<file path="config.mk">
export PLATFORM = sky130hd
export DESIGN_NAME = pipe_stage_reg
export DESIGN_NICKNAME = d
export VERILOG_FILES = /design/src/rtl/pipe_stage_reg.sv
export SDC_FILE = /design/constraint.sdc
export NUM_CORES = 1
export LEC_CHECK = 0
export CORE_ASPECT_RATIO = 1.1
export CORE_MARGIN = 5
export CORE_UTILIZATION = 45
export DETAILED_ROUTE_END_ITERATION = 6
export MAX_ROUTING_LAYER = met4
export PLACE_DENSITY_LB_ADDON = 0.1
export SETUP_SLACK_MARGIN = 0.05
export SLEW_MARGIN = 0
export SYNTH_ARGS = -nofsm -noshare
export SYNTH_HDL_FRONTEND = slang
export SYNTH_SLANG_ARGS = --single-unit
</file>
<file path="constraint.sdc">
create_clock -name clk -period 4.2 [get_ports clk]
set_input_delay 0.84 -clock clk [delete_from_list [all_inputs] [get_ports clk]]
set_output_delay 0.84 -clock clk [all_outputs]
set_load 0.05 [all_outputs]
</file>
<file path="src/rtl/pipe_stage_reg.sv">
// Two-entry skid-buffered pipeline stage register with valid/ready handshake.
// in_ready, out_valid and occupancy are registered copies of the state, so no
// combinational path runs from out_ready to in_ready. out_ctrl reads as zero
// whenever the stage is empty, so a bubble never asserts downstream enables.
module pipe_stage_reg #(
    parameter int unsigned DATA_W = 32,
    parameter int unsigned CTRL_W = 8
) (
    input  logic              clk,
    input  logic              reset,
    input  logic              flush,
    input  logic              in_valid,
    output logic              in_ready,
    input  logic [DATA_W-1:0] in_data,
    input  logic [CTRL_W-1:0] in_ctrl,
    output logic              out_valid,
    input  logic              out_ready,
    output logic [DATA_W-1:0] out_data,
    output logic [CTRL_W-1:0] out_ctrl,
    output logic [1:0]        occupancy
);

    typedef enum logic [1:0] {
        EMPTY = 2'd0,
        ONE   = 2'd1,
        TWO   = 2'd2
    } state_t;

    state_t            state;
    logic [DATA_W-1:0] main_data;
    logic [CTRL_W-1:0] main_ctrl;
    logic [DATA_W-1:0] skid_data;
    logic [CTRL_W-1:0] skid_ctrl;

    logic in_acc;
    logic out_acc;

    // Handshake events for this cycle
    assign in_acc  = in_valid & in_ready;
    assign out_acc = out_valid & out_ready;

    // Main entry drives the outputs; main_ctrl is kept zero whenever empty
    assign out_data = main_data;
    assign out_ctrl = main_ctrl;

    // State machine, storage and registered status flags
    always_ff @(posedge clk or posedge reset) begin
        if (reset) begin
            state     <= EMPTY;
            main_data <= '0;
            main_ctrl <= '0;
            skid_data <= '0;
            skid_ctrl <= '0;
            in_ready  <= 1'b1;
            out_valid <= 1'b0;
            occupancy <= 2'd0;
        end else if (flush) begin
            // Discard everything, including any entry offered this cycle
            state     <= EMPTY;
            main_ctrl <= '0;
            skid_ctrl <= '0;
            in_ready  <= 1'b1;
            out_valid <= 1'b0;
            occupancy <= 2'd0;
        end else begin
            case (state)
                EMPTY: begin
                    if (in_acc) begin
                        main_data <= in_data;
                        main_ctrl <= in_ctrl;
                        state     <= ONE;
                        in_ready  <= 1'b1;
                        out_valid <= 1'b1;
                        occupancy <= 2'd1;
                    end
                end
                ONE: begin
                    if (in_acc && out_acc) begin
                        main_data <= in_data;
                        main_ctrl <= in_ctrl;
                    end else if (in_acc) begin
                        skid_data <= in_data;
                        skid_ctrl <= in_ctrl;
                        state     <= TWO;
                        in_ready  <= 1'b0;
                        out_valid <= 1'b1;
                        occupancy <= 2'd2;
                    end else if (out_acc) begin
                        // Leave main_data as-is so out_data holds its last value
                        main_ctrl <= '0;
                        state     <= EMPTY;
                        in_ready  <= 1'b1;
                        out_valid <= 1'b0;
                        occupancy <= 2'd0;
                    end
                end
                TWO: begin
                    if (out_acc) begin
                        main_data <= skid_data;
                        main_ctrl <= skid_ctrl;
                        skid_ctrl <= '0;
                        state     <= ONE;
                        in_ready  <= 1'b1;
                        out_valid <= 1'b1;
                        occupancy <= 2'd1;
                    end
                end
                default: begin
                    main_ctrl <= '0;
                    skid_ctrl <= '0;
                    state     <= EMPTY;
                    in_ready  <= 1'b1;
                    out_valid <= 1'b0;
                    occupancy <= 2'd0;
                end
            endcase
        end
    end

endmodule

</file>
## Yosys cells after proc, flatten, opt, wreduce, memory -nomap -nowiden

Index checks and enable logic that the tools add are counted.

| word-level totals | value |
|---|---|
| bits in registers | 84 |
| latch bits | 0 |
| bits in writable memories | 0 |
| ROM bits | 0 |
| bits of input ports | 45 |
| output and inout port bits | 44 |
| word-level logic and storage cells | 66 |
| memories | 0 |

| operators by class | value |
|---|---|
| add/sub/neg operators | 0 |
| $mul | 0 |
| divide/modulo/power cells | 0 |
| magnitude comparators | 0 |
| equal/unequal tests | 13 |
| shifts and indexed selects | 0 |
| multiplexer cells | 33 |
| bitwise gates (word level) | 4 |
| reductions and logical operators | 9 |

Operators by type and width:

| kind | number |
|---|---|
| $mux 32 | 3 |
| $pmux 32 s3 | 1 |
| $mux 8 | 8 |
| $pmux 8 s3 | 2 |
| $reduce_and 4->1 | 4 |
| $mux 2 | 6 |
| $ne 3x3->1 const B | 4 |
| $ne 4x4->1 const B | 3 |
| $mux 1 | 10 |
| $ne 2x2->1 const B | 4 |
| $pmux 1 s3 | 2 |
| $pmux 2 s3 | 1 |
| $reduce_and 5->1 | 1 |
| $reduce_bool 3->1 | 1 |
| $and 1x1->1 | 2 |
| $eq 2x1->1 const B | 1 |
| $eq 2x2->1 const B | 1 |
| $logic_not 2->1 | 1 |
| $not 1->1 | 2 |
| $reduce_and 2->1 | 1 |
| $logic_and 1x1->1 | 1 |

## Logic depth before layout (Yosys ltp)

Gate-level depths: netlist (run 1).

| logic depth | value |
|---|---|
| depth in word-level cells | 6 |
| mapped depth | 8 |
| mapped depth without buffers | 6 |

## Least setup slack after synthesis (run 1)

Ideal clock, no wire load.

| path | value |
|---|---|
| kind | register -> register |
| start | register state[0] |
| end | register main_data[10] (netlist: out_data[10]) |
| library setup time | 73 ps |
| arrival | 2,358 ps |
| setup slack | 1,769 ps |
| cell stages (with the launch flop) | 9 |
| path buffers | 2 |
| clock period less this slack | 2,431 ps |
| cells stage by stage | dfrtp_1 > inv_1 > ha_1 > buf_2 > a21boi_1 > a2111oi_4 > buf_6 > nor2_1 > a21oi_2 |

| between the ends | value |
|---|---|
| cells in the longest elaborated chain, start to end | 3 |
| elaborated cells between the ends (all ways) | 9 |
| those cells by class | 5 x eq/ne; 1 x mux; 3 x reduce/logical |

Ends and longest elaborated chain:

| what | RTL line | RTL |
|---|---|---|
| from (decl) | 29 | `state_t state;` |
| from (signal assigned) | 49 | `state <= EMPTY;` |
| from (signal assigned) | 59 | `state <= EMPTY;` |
| from (signal assigned) | 71 | `state <= ONE;` |
| $eq 2x1->1 (tied with other cells) | 66 | `case (state)` |
| $ne 2x2->1 (no source line) or $reduce_bool 3->1 (tied branches) | n/a |  |
| $reduce_and 5->1 (no source line) | n/a |  |
| to (signal assigned) | 69 | `main_data <= in_data;` |
| to (signal assigned) | 79 | `main_data <= in_data;` |
| to (signal assigned) | 99 | `main_data <= skid_data;` |
| to (decl) | 30 | `logic [DATA_W-1:0] main_data;` |

Several ways; a longest one is shown, not always the timed one.
A chain may end at the register's enable or synchronous reset.

## Worst setup path in the final report (run 1)

| path | value |
|---|---|
| start | input port flush |
| end | register skid_data[7] |

| between the ends | value |
|---|---|
| cells in the longest elaborated chain, start to end | 2 |

Ends and longest elaborated chain:

| what | RTL line | RTL |
|---|---|---|
| from (decl) | 11 | `input logic flush,` |
| $not 1->1 (no source line) | n/a |  |
| $reduce_and 4->1 (no source line) | n/a |  |
| to (signal assigned) | 82 | `skid_data <= in_data;` |
| to (decl) | 32 | `logic [DATA_W-1:0] skid_data;` |

No other way between the ends.

==> run metrics, run 1 <==
minimum clock period 2.74 ns; syn nets 358; Synth cell types 32; TritonCTS Sinks 84; post-synthesis register bit count 84; Post-CTS Setup Inserts 0; DRC Markers 0; Die Width slightly below 100 um; first-pass GRT wire length 13100 um; Static Leak 2.00 nW; DP HPWL 5180 um; IO Pins 89; RSZ-0062 raised after global routing no; Die Area 10600 um^2; CP Max Fanout 12; post-route setup TNS 0 ns; Worst path max stage delay 0.58 ns; syn avg cell area between 10 and 15 um^2; VDD IR max 0.000418 V; commonest cells after routing, fill and taps aside 88 x clkdlybuf4s50_1, 83 x dfrtp_1, 41 x mux2i_1; GRT Residual Overflow 0; fmax 365 MHz; cell count after synthesis 309; Initial DRT Pass Iterations 4; synthesized area between 3000 and 4000 um^2; Syn. warnings 0; port bufs 88; Placed Area approximately 4900 um^2; power share of the sequential group 34.8%; Clk pwr share 13.3%; Crit path top cell by count buf_4; # Max-Cap Violations 0; n_diodes 0; sequential fraction of the synthesis area between 50% and 60%; via/cell ratio 5.08; switching share of power 44.6%; CTS root buffer clkbuf_8; proportion of layout cells with a drive suffix above 1 between 20% and 30%; # nets final 447; largest net degree at the start of global routing 85; Antenna Nets Post-Route 0; final WL 7750 um; Non-Filler Cell Area, Final 5050 um^2; crit path launch type input pin; Fillers 724; Worst Setup End Kind register; Slew Limit Fails 0; initial core utilization 46.2%; Pint 2.21 mW; wire per inst 15.1 um; Final Power ~4.0 mW; status finished, final reports clean; most common cell after layout, fill and taps aside clkdlybuf4s50_1; Slowest cell on crit path nor3b_4; CTS tree done; Worst-path clk slew 0.09 ns; initial DRC count 88; die span in y between 100 and 150 um; # rows 35; Max clock buf depth 2; Hold Buf Count CTS 0; switching component of the power 1.78 mW; crit-path cells clkdlybuf4s50_1, nor2b_1, buf_4, nor3b_4, buf_4, mux2_2; All-Layer GR Usage 16.0%; count of final setup violators 0; Worst Skew 0.0128 ns; worst skew pair latency 0.36 ns; Crit Path Category in -> reg; Via Count 2613; worst slew pin tran ~0.7 ns; synthesis-to-layout area growth 29.9%; Yosys top cell by area dfrtp_1; CTS Buf Count 9; Routability Congestion 0.821; endpoints failing hold 0; core footprint 8410 um^2; WP data arrival 2.97 ns; # H-tree levels 3; initial antenna violation count 0; top cells by area, synth dfrtp_1 53%, mux2i_1 11%, mux2_2 9.8%; HP Class reg -> reg; Logic pwr share 51.9%; Slew HR ~55%; pwr/cell area 790 nW/um^2; Worst Path Required 4.43 ns; vias in the first global route ~2700; Final Cycle Share 65.2%; post-synth top area share 53.4%; PostCTS Resize Cnt 0
-- power by group through the flow --
stage / logic [mW] / registers (mW) / clock network, mW
2_1_floorplan: 0.860 / 2.04 / 0
3_3_place_gp: 2.07 / 1.40 / 0
3_5_place_dp: 2.09 / 1.41 / 0
4_1_cts: 2.10 / 1.39 / 0.546
5_1_grt: 2.21 / 1.45 / 0.578
6_report: 2.07 / 1.39 / 0.529
-- routing by layer --
metal  part of all wire [%]  global-route usage, %  up-vias
li1                       -                      -     1262
met3                    4.8                   3.63        8
met5                      0                      -        -
met2                     49                   24.8       66
met1                     45                   20.4     1277
met4                    1.3                   6.44        0
-- registers in the layout (all words and copies together) (netlist names) --
signal     cells
out_valid      1
state          2
skid_data     32
out_data      32
in_ready       1
out_ctrl       8
skid_ctrl      8
-- cells in the mapped netlist --
master      n
nand3_1     1
clkbuf_1    5
buf_2       4
nor2b_1     1
a2111oi_4   1
mux2i_1    41
nor2_2      8
a2bb2oi_1   1
nand4_2     1
or2_2       1
o21ai_0     2
o22ai_1     1
nand2_1    12
a41o_1      1
xnor2_1     1
buf_6       7
nor3b_2     1
mux2_2     34
a21oi_1     6
ha_1        4
dfrtp_1    83
a21oi_2    29
o21bai_1    1
and3b_1     1
inv_1      11
a311oi_1    1
nor2_1     30
o2bb2ai_1   8
and2_1      1
a21boi_1    2
a22oi_1     8
dfstp_2     1
-- cells by family after synthesis --
logic type	count (synthesis)	synth area share (%)
AOI/OAI and AO/OA	61	13.1
xor gates and xnor gates	1	0.225
adders and majority gates	4	1.29
buffers and inverters	27	4.09
DFF	84	54.1
muxes	75	20.4
and+or+nand+nor	57	6.82
-- through the flow --
| stage | worst slack, ns | utilization (%) | hold slack [ns] | instances |
|---|---|---|---|---|
| final | 1.46 | 60.0 | 0.502 | 514 |
| after global routing | 1.36 | 60.0 | 0.523 | 514 |
| after CTS | 1.44 | 60.0 | 0.504 | 514 |
| after detailed placement | 1.07 | 57.9 | 0.481 | 498 |
| after global placement | 1.11 | 57.9 | 0.477 | 498 |
| after floorplan | 1.20 | - | 0.480 | 309 |
-- final timing paths --
check                            start      endpoint  depth (start not counted)  slack (ns)
setup / recovery                 flush  skid_data[7]                          6        1.46
min in group asynchronous        reset  out_data[16]                          3        0.89
setup reg to reg              state[1]  skid_data[7]                          7        1.60
max in group asynchronous        reset      in_ready                          3        2.91
hold / removal             out_ctrl[5]   out_ctrl[5]                          1        0.50
hold reg to reg            out_ctrl[5]   out_ctrl[5]                          1        0.50
-- final cells by class --
| type | instances | area [um^2] | area share [%] |
|---|---|---|---|
| repair buffers | 94 | 951 | 18.8 |
| clock inverters | 5 | 37.5 | 0.743 |
| flip-flops and latches | 84 | 2100 | 41.7 |
| multi-input cells | 198 | 1630 | 32.4 |
| inverters | 11 | 42.5 | 0.843 |
| well taps | 111 | 139 | 2.75 |
| clock buffers | 11 | 141 | 2.80 |
-- worst max-delay path: cells and delay by family --
family	cells	cell delay, ns
AND/OR/NAND/NOR	2	0.74
multiplexers	1	0.35
buffers and inverters	3	1.04
Note: power is estimated with default switching activity, not from simulation.
==> run 2: changes to the inputs <==
- clock period: 4.2 -> 2.24 ns (I/O delays scaled with it)
==> run 2 against run 1 <==
  * Final area rose by 3.2%
  * Utilization rose by 1.9 points
  * Largest power group unchanged
  * Sequential power rose by 88%
  * Sequential share of layout area fell by 1.2 points
  * Clock skew rose by 0.0037 ns
  * Critical path depth fell by 5
  * Critical path type is now reg -> out
  * Via count rose by 1.6%
==> run metrics, run 2 (synthesized netlist as in run 1, its figures left out) <==
status finished, final reports clean; crit path launch type register; Final Cycle Share 93.3%; Routability Congestion 0.906; post-route setup TNS 0 ns; IO Pins 89; fmax around 480 MHz; wire per inst between 15 and 20 um; Worst-path clk slew approximately 0.09 ns; count of final setup violators 0; vias in the first global route 2756; DP HPWL 5650 um; CTS tree done; Top delay family on crit path buffers and inverters; Via Count 2656; initial DRC count 95; # nets final 458; Non-Filler Cell Area, Final ~5200 um^2; pre-CTS setup slack -0.0287 ns; Placed Area 5020 um^2; via/cell ratio roughly 5; Slew HR around half; CTS Buf Count 9; Max clock buf depth 2; # H-tree levels 3; switching component of the power 3.37 mW; Pint around 4.4 mW; worst skew pair latency 0.35 ns; # rows 35; first-pass GRT wire length 13700 um; hold_ws 0.496 ns; final WL 8100 um; final setup margin 0.151 ns; Slew Limit Fails 0; Worst Path Required approximately 1.8 ns; TritonCTS Sinks 84; WP buf/inv 1; minimum clock period between 2 and 2.5 ns; RSZ-0062 raised after global routing no; All-Layer GR Usage 16.8%; Hold Buf Count CTS 0; GRT Residual Overflow 0; crit-path cells clkdlybuf4s50_1; initial antenna violation count 0; commonest cells after routing, fill and taps aside 87 x clkdlybuf4s50_1, 81 x dfrtp_1, 41 x mux2i_1; endpoints failing hold 0; most common cell after layout, fill and taps aside clkdlybuf4s50_1; Clk pwr share between 10% and 20%; CP Max Fanout 6; Static Leak 2.07 nW; Post-CTS Setup Inserts 0; Finished Layout Cells 524; Initial DRT Pass Iterations 4; DRC Markers 0; proportion of layout cells with a drive suffix above 1 26.6%; Antenna Nets Post-Route 0; worst slew pin tran ~0.76 ns; die span in y 107 um; synthesis-to-layout area growth 34.0%; Worst path max stage delay 0.85 ns; core footprint between 8000 and 9000 um^2; Logic pwr share between 50 and 60%; PostCTS Resize Cnt 1; Worst Skew between 0.015 and 0.02 ns; Slowest cell on crit path clkdlybuf4s50_1; port bufs between 80 and 90; largest net degree at the start of global routing 33; WP data arrival 1.64 ns; Crit Path Category reg -> out; power share of the sequential group 33.8%; Die Width 98.6 um; Worst Setup End Kind output port; switching share of power between 40% and 50%; VDD IR max 0.000793 V; dpl cells 509; Fillers 706; HP Class reg -> reg; CTS root buffer clkbuf_8; # Max-Cap Violations 0; n_diodes 0; Die Area roughly 11000 um^2; initial core utilization a little under half; pwr/cell area 1480 nW/um^2; reg-to-reg slack, setup approximately 0.29 ns
[run 2: cell types whose count changed in the layout (fill, tap and decap cells not counted), sizes merged]
cell	change
bufinv	+1
buf	+11
dlygate4sd2	+1
clkdlybuf4s50	-1
clkinv	-2
[run 2: layout make-up]
cell class              count  area [um^2]  area share, %
flip-flops and latches     84         2110           40.4
multi-input cells         198         1640           31.5
repair buffers            105         1090           21.0
well taps                 111          139           2.67
clock buffers              11          131           2.52
clock inverters             4         51.3          0.985
inverters                  11         45.0          0.865
[run 2: path summary, 6_finish.rpt]
path	endpoint	cells after the start	startpoint
max in group asynchronous	in_ready	3	reset
setup reg to reg	out_data[31]	8	state[1]
hold reg to reg	out_ctrl[0]	1	out_ctrl[0]
min in group asynchronous	out_data[24]	2	reset
setup / recovery	out_valid	1	out_valid
hold / removal	out_ctrl[0]	1	out_ctrl[0]
[run 2: routing by layer]
metal	vias up	track usage [%]	wire length [um]
met5	-	-	0
met4	0	6.15	105
met3	10	3.43	356
met2	65	26.4	3890
met1	1297	21.7	3740
li1	1284	-	-
[run 2: power groups by stage]
stage	logic [mW]	registers [mW]	clock network (mW)
after CTS	4.11	2.62	1.07
after floorplan	1.61	3.82	0
final	4.07	2.62	1.04
after global placement	4.06	2.62	0
after detailed placement	4.11	2.65	0
after global routing	4.35	2.71	1.14
[run 2: stage by stage]
stage / utilization, % / power [mW]
2_1_floorplan: - / 5.43
4_1_cts: 61.9 / 7.81
3_3_place_gp: 59.7 / 6.68
5_1_grt: 61.9 / 8.21
6_report: 61.9 / 7.73
3_5_place_dp: 59.7 / 6.76
==> run 3: changes to the inputs <==
- SLEW_MARGIN: 0 -> 10
==> results of run 3 <==
The final DEF is identical to that of run 2; final timing and power are the same.
